==> src/rtl/seg_display_pkg.sv <==
// Shared types and active-high 7-segment codes for the scanned display driver.
package seg_display_pkg;

  typedef logic [6:0] seg_t;     // {g,f,e,d,c,b,a}
  typedef logic [3:0] nibble_t;

  localparam seg_t SEG_CODES [16] = '{
    7'h3F, 7'h06, 7'h5B, 7'h4F, 7'h66, 7'h6D, 7'h7D, 7'h07,
    7'h7F, 7'h6F, 7'h77, 7'h7C, 7'h39, 7'h5E, 7'h79, 7'h71
  };

endpackage

==> src/rtl/seg_scan_display_if.sv <==
// System-side load/blank controls and board-side display pins of seg_scan_display.
interface seg_scan_display_if #(
  parameter int DIGITS = 4
);
  import seg_display_pkg::*;

  logic                  load;
  logic [4*DIGITS-1:0]   data_in;
  logic [DIGITS-1:0]     blank_mask;
  logic [DIGITS-1:0]     an;
  seg_t                  seg;
  logic                  pending;

  modport master (
    output load, data_in, blank_mask,
    input  an, seg, pending
  );

  modport slave (
    input  load, data_in, blank_mask,
    output an, seg, pending
  );

endinterface

==> src/rtl/seg_hex_decode.sv <==
// Combinational hex nibble to active-high 7-segment decoder.
module seg_hex_decode
  import seg_display_pkg::*;
(
  input  nibble_t nib_i,
  output seg_t    seg_o
);

  assign seg_o = SEG_CODES[nib_i];

endmodule

==> src/rtl/seg_scan_display.sv <==
// Time-multiplexed N-digit 7-segment driver with frame-synchronous double-buffered load.
// Optional macro SEG_LEADING_ZERO_BLANK_EN darkens leading zero digits (digit 0 always shown).
module seg_scan_display
  import seg_display_pkg::*;
#(
  parameter int DIGITS      = 4,
  parameter int REFRESH_DIV = 100000,
  parameter int ACTIVE_LOW  = 1
) (
  input  logic              clk,
  input  logic              rst,
  seg_scan_display_if.slave bus
);

  localparam int CNT_W  = (REFRESH_DIV > 1) ? $clog2(REFRESH_DIV) : 1;
  localparam int IDX_W  = (DIGITS > 1) ? $clog2(DIGITS) : 1;
  localparam int DATA_W = 4 * DIGITS;

  localparam logic [CNT_W-1:0]  CNT_LAST = CNT_W'(REFRESH_DIV - 1);
  localparam logic [IDX_W-1:0]  IDX_LAST = IDX_W'(DIGITS - 1);
  // XOR masks: zero for active-high pins, all ones for active-low pins
  localparam logic [DIGITS-1:0] AN_POL   = (ACTIVE_LOW != 0) ? {DIGITS{1'b1}} : {DIGITS{1'b0}};
  localparam seg_t              SEG_POL  = (ACTIVE_LOW != 0) ? 7'h7F : 7'h00;

  logic [CNT_W-1:0]  cnt_q, cnt_d;
  logic [IDX_W-1:0]  idx_q, idx_d;
  logic [DATA_W-1:0] disp_q, disp_d;
  logic [DATA_W-1:0] shadow_q, shadow_d;
  logic              pend_q, pend_d;
  logic [DIGITS-1:0] an_q, an_d;
  seg_t              seg_q, seg_d;

  logic              tick;
  logic              frame_end;
  nibble_t           cur_nib;
  seg_t              cur_seg;
  logic [DIGITS-1:0] lz_blank;
  logic              slot_dark;

  assign tick      = (cnt_q == CNT_LAST);
  assign frame_end = tick && (idx_q == IDX_LAST);

  always_comb begin
    cnt_d = cnt_q + 1'b1;
    idx_d = idx_q;
    if (tick) begin
      cnt_d = '0;
      idx_d = (idx_q == IDX_LAST) ? '0 : idx_q + 1'b1;
    end
  end

  // A load coinciding with the frame boundary bypasses the shadow entirely
  always_comb begin
    disp_d   = disp_q;
    shadow_d = shadow_q;
    pend_d   = pend_q;
    if (bus.load) begin
      shadow_d = bus.data_in;
      if (frame_end) begin
        disp_d = bus.data_in;
        pend_d = 1'b0;
      end else begin
        pend_d = 1'b1;
      end
    end else if (frame_end && pend_q) begin
      disp_d = shadow_q;
      pend_d = 1'b0;
    end
  end

`ifdef SEG_LEADING_ZERO_BLANK_EN
  logic zero_run;

  always_comb begin
    lz_blank = '0;
    zero_run = 1'b1;
    for (int i = DIGITS - 1; i > 0; i--) begin
      zero_run    = zero_run && (disp_q[4*i +: 4] == 4'h0);
      lz_blank[i] = zero_run;
    end
  end
`else
  assign lz_blank = '0;
`endif

  assign cur_nib   = disp_q[4*int'(idx_q) +: 4];
  assign slot_dark = bus.blank_mask[idx_q] | lz_blank[idx_q];

  seg_hex_decode u_decode (
    .nib_i (cur_nib),
    .seg_o (cur_seg)
  );

  always_comb begin
    an_d  = AN_POL;
    seg_d = SEG_POL;
    if (!slot_dark) begin
      an_d  = (DIGITS'(1) << idx_q) ^ AN_POL;
      seg_d = cur_seg ^ SEG_POL;
    end
  end

  always_ff @(posedge clk) begin
    if (rst) begin
      cnt_q    <= '0;
      idx_q    <= '0;
      disp_q   <= '0;
      shadow_q <= '0;
      pend_q   <= 1'b0;
      an_q     <= AN_POL;
      seg_q    <= SEG_POL;
    end else begin
      cnt_q    <= cnt_d;
      idx_q    <= idx_d;
      disp_q   <= disp_d;
      shadow_q <= shadow_d;
      pend_q   <= pend_d;
      an_q     <= an_d;
      seg_q    <= seg_d;
    end
  end

  assign bus.an      = an_q;
  assign bus.seg     = seg_q;
  assign bus.pending = pend_q;

endmodule

==> src/flat_wrapper.sv <==
// flat-port wrapper written by rule: the top's interface ports become plain ports
module seg_scan_display_flat import seg_display_pkg::*;
#(
  parameter int DIGITS      = 4,
  parameter int REFRESH_DIV = 100000,
  parameter int ACTIVE_LOW  = 1
)
  (clk, rst, bus_load, bus_data_in, bus_blank_mask, bus_an, bus_seg, bus_pending);
  seg_scan_display_if #(.DIGITS(DIGITS)) bus_i ();
  input  logic clk;
  input  logic rst;
  input wire logic [$bits(bus_i.load)-1:0] bus_load;
  input wire logic [$bits(bus_i.data_in)-1:0] bus_data_in;
  input wire logic [$bits(bus_i.blank_mask)-1:0] bus_blank_mask;
  output wire logic [$bits(bus_i.an)-1:0] bus_an;
  output wire logic [$bits(bus_i.seg)-1:0] bus_seg;
  output wire logic [$bits(bus_i.pending)-1:0] bus_pending;
  assign bus_i.load = bus_load;
  assign bus_i.data_in = bus_data_in;
  assign bus_i.blank_mask = bus_blank_mask;
  assign bus_an = bus_i.an;
  assign bus_seg = bus_i.seg;
  assign bus_pending = bus_i.pending;
  seg_scan_display #(.DIGITS(DIGITS), .REFRESH_DIV(REFRESH_DIV), .ACTIVE_LOW(ACTIVE_LOW)) u_core (.clk(clk), .rst(rst), .bus(bus_i));
endmodule
==> config.mk <==
export PLATFORM = sky130hd
export DESIGN_NAME = seg_scan_display_flat
export DESIGN_NICKNAME = d
export VERILOG_FILES = /design/src/rtl/seg_display_pkg.sv /design/src/rtl/seg_scan_display_if.sv /design/src/rtl/seg_hex_decode.sv /design/src/rtl/seg_scan_display.sv /design/src/flat_wrapper.sv
export SDC_FILE = /design/constraint.sdc
export NUM_CORES = 1
export LEC_CHECK = 0
export CAP_MARGIN = 20
export CORE_AREA = 2 2 87 89
export CTS_CLUSTER_DIAMETER = 200
export DETAILED_ROUTE_END_ITERATION = 10
export DIE_AREA = 0 0 89 91
export HOLD_SLACK_MARGIN = 0.12
export PLACE_DENSITY = 0.67
export SETUP_SLACK_MARGIN = 0.15
export SYNTH_ARGS = -nofsm -noshare
export SYNTH_HDL_FRONTEND = slang
export SYNTH_SLANG_ARGS = --single-unit
==> constraint.sdc <==
create_clock -name clk -period 6 [get_ports clk]
set_input_delay 1.2 -clock clk [delete_from_list [all_inputs] [get_ports clk]]
set_output_delay 1.2 -clock clk [all_outputs]
set_load 0.005 [all_outputs]
==> flow_summary.json <==
{
  "status": "finished clean",
  "critPathRequiredTime_ps": 6220,
  "place_inst": 385,
  "cts_buffer_depth": 2,
  "finalSetupViolations": 0,
  "finish.utilization_pct": 47.90,
  "grt_usage_pct": 13.74,
  "async_flop_share_pct": 0,
  "htree_levels": 3,
  "drcViolationCount": 0,
  "viasPerCell": 4.781,
  "finalWeightedCongestion": 0.7311,
  "rsz0062_at_grt": "no",
  "max_stage_delay_ps": 920,
  "seq_power_share_pct": 47.3,
  "arrival_ps": 3420,
  "rows": 31,
  "drt_iter0_drc": 107,
  "irDropWorstVdd_mv": 0.1096,
  "drt-pass1-iter-count": 4,
  "hold_violations": 0,
  "final-instance-count-excl-fill": 401,
  "synth_seq_area_share_pct": 44.78,
  "worst_pin_slew_ps": 1044,
  "maxSlewViolCount": 0,
  "pwr-share-comb_pct": 5.4,
  "worst_setup_path_end_kind": "register",
  "synth_common_cells": "dfxtp_1 (63), nor2_1 (33), mux2i_1 (18), mux2_2 (16)",
  "cts_made_buffers": 9,
  "ant_nets": 0,
  "synth_edf_count": 0,
  "grt_start_max_net_pins": 28,
  "synthMostInstantiatedCell": "dfxtp_1",
  "core-area_um2": 7137,
  "via_count": 1917,
  "p_leak_uw": 0.001363,
  "fmax_mhz": 312.0,
  "die_area_um2": 8099,
  "syn_avg_cell_area_um2": 10.63,
  "hp-class": "register to register",
  "ys.flop_type": "dfxtp_1",
  "min_period_over_period_pct": 53.42,
  "die_w_um": 89,
  "cts_setup_buffers": 0,
  "final_cell_area_um2": 3418,
  "p_clk_share_pct": 47.4,
  "yosys.area.top_type": "dfxtp_1",
  "die_h_um": 91,
  "initial_core_util_pct": 39.46,
  "p_int_uw": 737.7,
  "syn-cell-area_um2": 2816,
  "antenna_cells": 0,
  "hold_buffers": 0,
  "dpl_cell_area_um2": 3176,
  "nNetsFinal": 331,
  "use_met1_pct": 17.01,
  "cp_max_fo": 17,
  "cts.sinks": 63,
  "min_period_ps": 3205,
  "drive_gt1_share_pct": 17.55,
  "synthTopCellsByArea": "dfxtp_1 (45%), mux2i_1 (6.4%), mux2_2 (6.4%)",
  "skew_ps": 9.939,
  "path_cells": "clkdlybuf4s50_1 > buf_4 > nor2_1 > nor4b_4 > mux2_2",
  "busiest_layer": "met2",
  "hpwlAfterDp_um": 3382,
  "slew_headroom_pct": 30.12,
  "finalSetupTns_ps": 0,
  "synth_top_area_share_pct": 44.78,
  "cts_tree": "built",
  "powerDensity_nw_per_um2": 268.0,
  "areaGrowthSynthToFinish_pct": 21.37,
  "wire_per_inst_um": 12.44,
  "grt_pass1_wl_um": 8397,
  "ys_ff_latch": 63,
  "gr-usage-met3_pct": 5.727,
  "gr-total-overflow": 0,
  "antenna_found_initial": 0,
  "startpoint_type": "input pin",
  "wl_um": 4989,
  "path_class": "input pin to register",
  "grt_pass1_vias": 1846,
  "max-cap-violations": 0,
  "grt.met2_usage_pct": 20.21,
  "io_pins": 35,
  "port_buffers": 34,
  "postSynthCellCount": 265,
  "ctsResizeCount": 0,
  "insertion_delay_ps": 340,
  "p_sw_uw": 178.3,
  "ys_warn_count": 0,
  "root_buffer": "clkbuf_8",
  "clkTransAtPathRegs_ps": 60,
  "synth_cell_types": 44,
  "cpMaxStageDelayCell": "nor4b_4",
  "syn-num-nets": 299,
  "power.share.switching_pct": 19.46
}
[path summary, 6_finish.rpt]
kind,from,endpoint,slack (ps),cells after the start
worst max-delay path,bus_load,u_core.disp_q[1],2790,5
worst min-delay path,u_core.cnt_q[0],u_core.cnt_q[0],470,1
worst max register to register,u_core.cnt_q[0],u_core.disp_q[1],3410,5
worst min register to register,u_core.cnt_q[0],u_core.cnt_q[0],470,1
[state kept, by name, indices dropped and copies added (netlist names)]
name	count
u_core.bus.an	4
u_core.shadow_q	16
u_core.idx_q	2
u_core.bus.pending	1
u_core.cnt_q	17
u_core.bus.seg	7
u_core.disp_q	16
[critical path, delay by kind of cell]
kind / cells / cell delay (ps)
buffers and inverters: 2 / 730
muxes: 1 / 420
and+or+nand+nor: 2 / 1060
[layout make-up]
type,count,area [um2]
clock inverters,2,60.06
fillers,712,3719
clock buffers,14,182.7
flip-flops and latches,63,1261
repair buffers,36,355.3
well taps,99,123.9
multi-input cells,180,1409
inverters,7,26.28
[per-stage QoR]
step	setup slack, ps	power (uW)	hold WS [ps]
after global placement	2504	491.7	442.9
after global routing	2691	956.0	494.4
final	2795	916.0	469.5
after floorplan	3534	468.7	426.1
after detailed placement	2429	492.2	454.8
after CTS	2791	929.2	468.6
[power groups by stage]
stage | combinational [uW] | sequential (uW) | clock [uW]
6_report | 49.1 | 433 | 434
4_1_cts | 49.9 | 433 | 446
5_1_grt | 54.5 | 434 | 467
3_3_place_gp | 49.3 | 442 | 0
3_5_place_dp | 49.7 | 443 | 0
2_1_floorplan | 26.5 | 442 | 0
[cell families after synthesis]
logic type | Yosys count | share of synthesized area [%]
and+or+nand+nor | 94 | 18.97
xor gates and xnor gates | 13 | 4.043
AOI/OAI and AO/OA | 23 | 5.331
muxes | 39 | 16.79
DFF | 63 | 44.78
adders and majority gates | 11 | 4.887
buffers and inverters | 22 | 5.198
[cells in the final DEF, fill, tap and decap left out, types with 4 or more instances in the layout]
cell type / netlist / layout
and4_1: 4 / 4
nand3_1: 7 / 7
nor2_1: 33 / 33
dfxtp_1: 63 / 63
ha_1: 11 / 11
and2b_2: 9 / 9
nand2_1: 12 / 12
clkdlybuf4s50_1: 0 / 34
nor2b_1: 7 / 7
mux2i_1: 18 / 18
clkbuf_8: 3 / 13
mux2_2: 16 / 16
xor2_1: 12 / 12
a21oi_1: 7 / 7
nand4_1: 6 / 6
o221ai_1: 4 / 4
mux4_2: 5 / 5
inv_1: 7 / 7
o21ai_0: 4 / 4
[per-layer routing]
| layer | wire length [um] | vias to the layer above |
|---|---|---|
| li1 | - | 986 |
| met5 | 0 | - |
| met1 | 2497 | 882 |
| met3 | 228 | 11 |
| met4 | 104 | 0 |
| met2 | 2159 | 38 |
No activity file was read; power rests on OpenSTA's default activity.
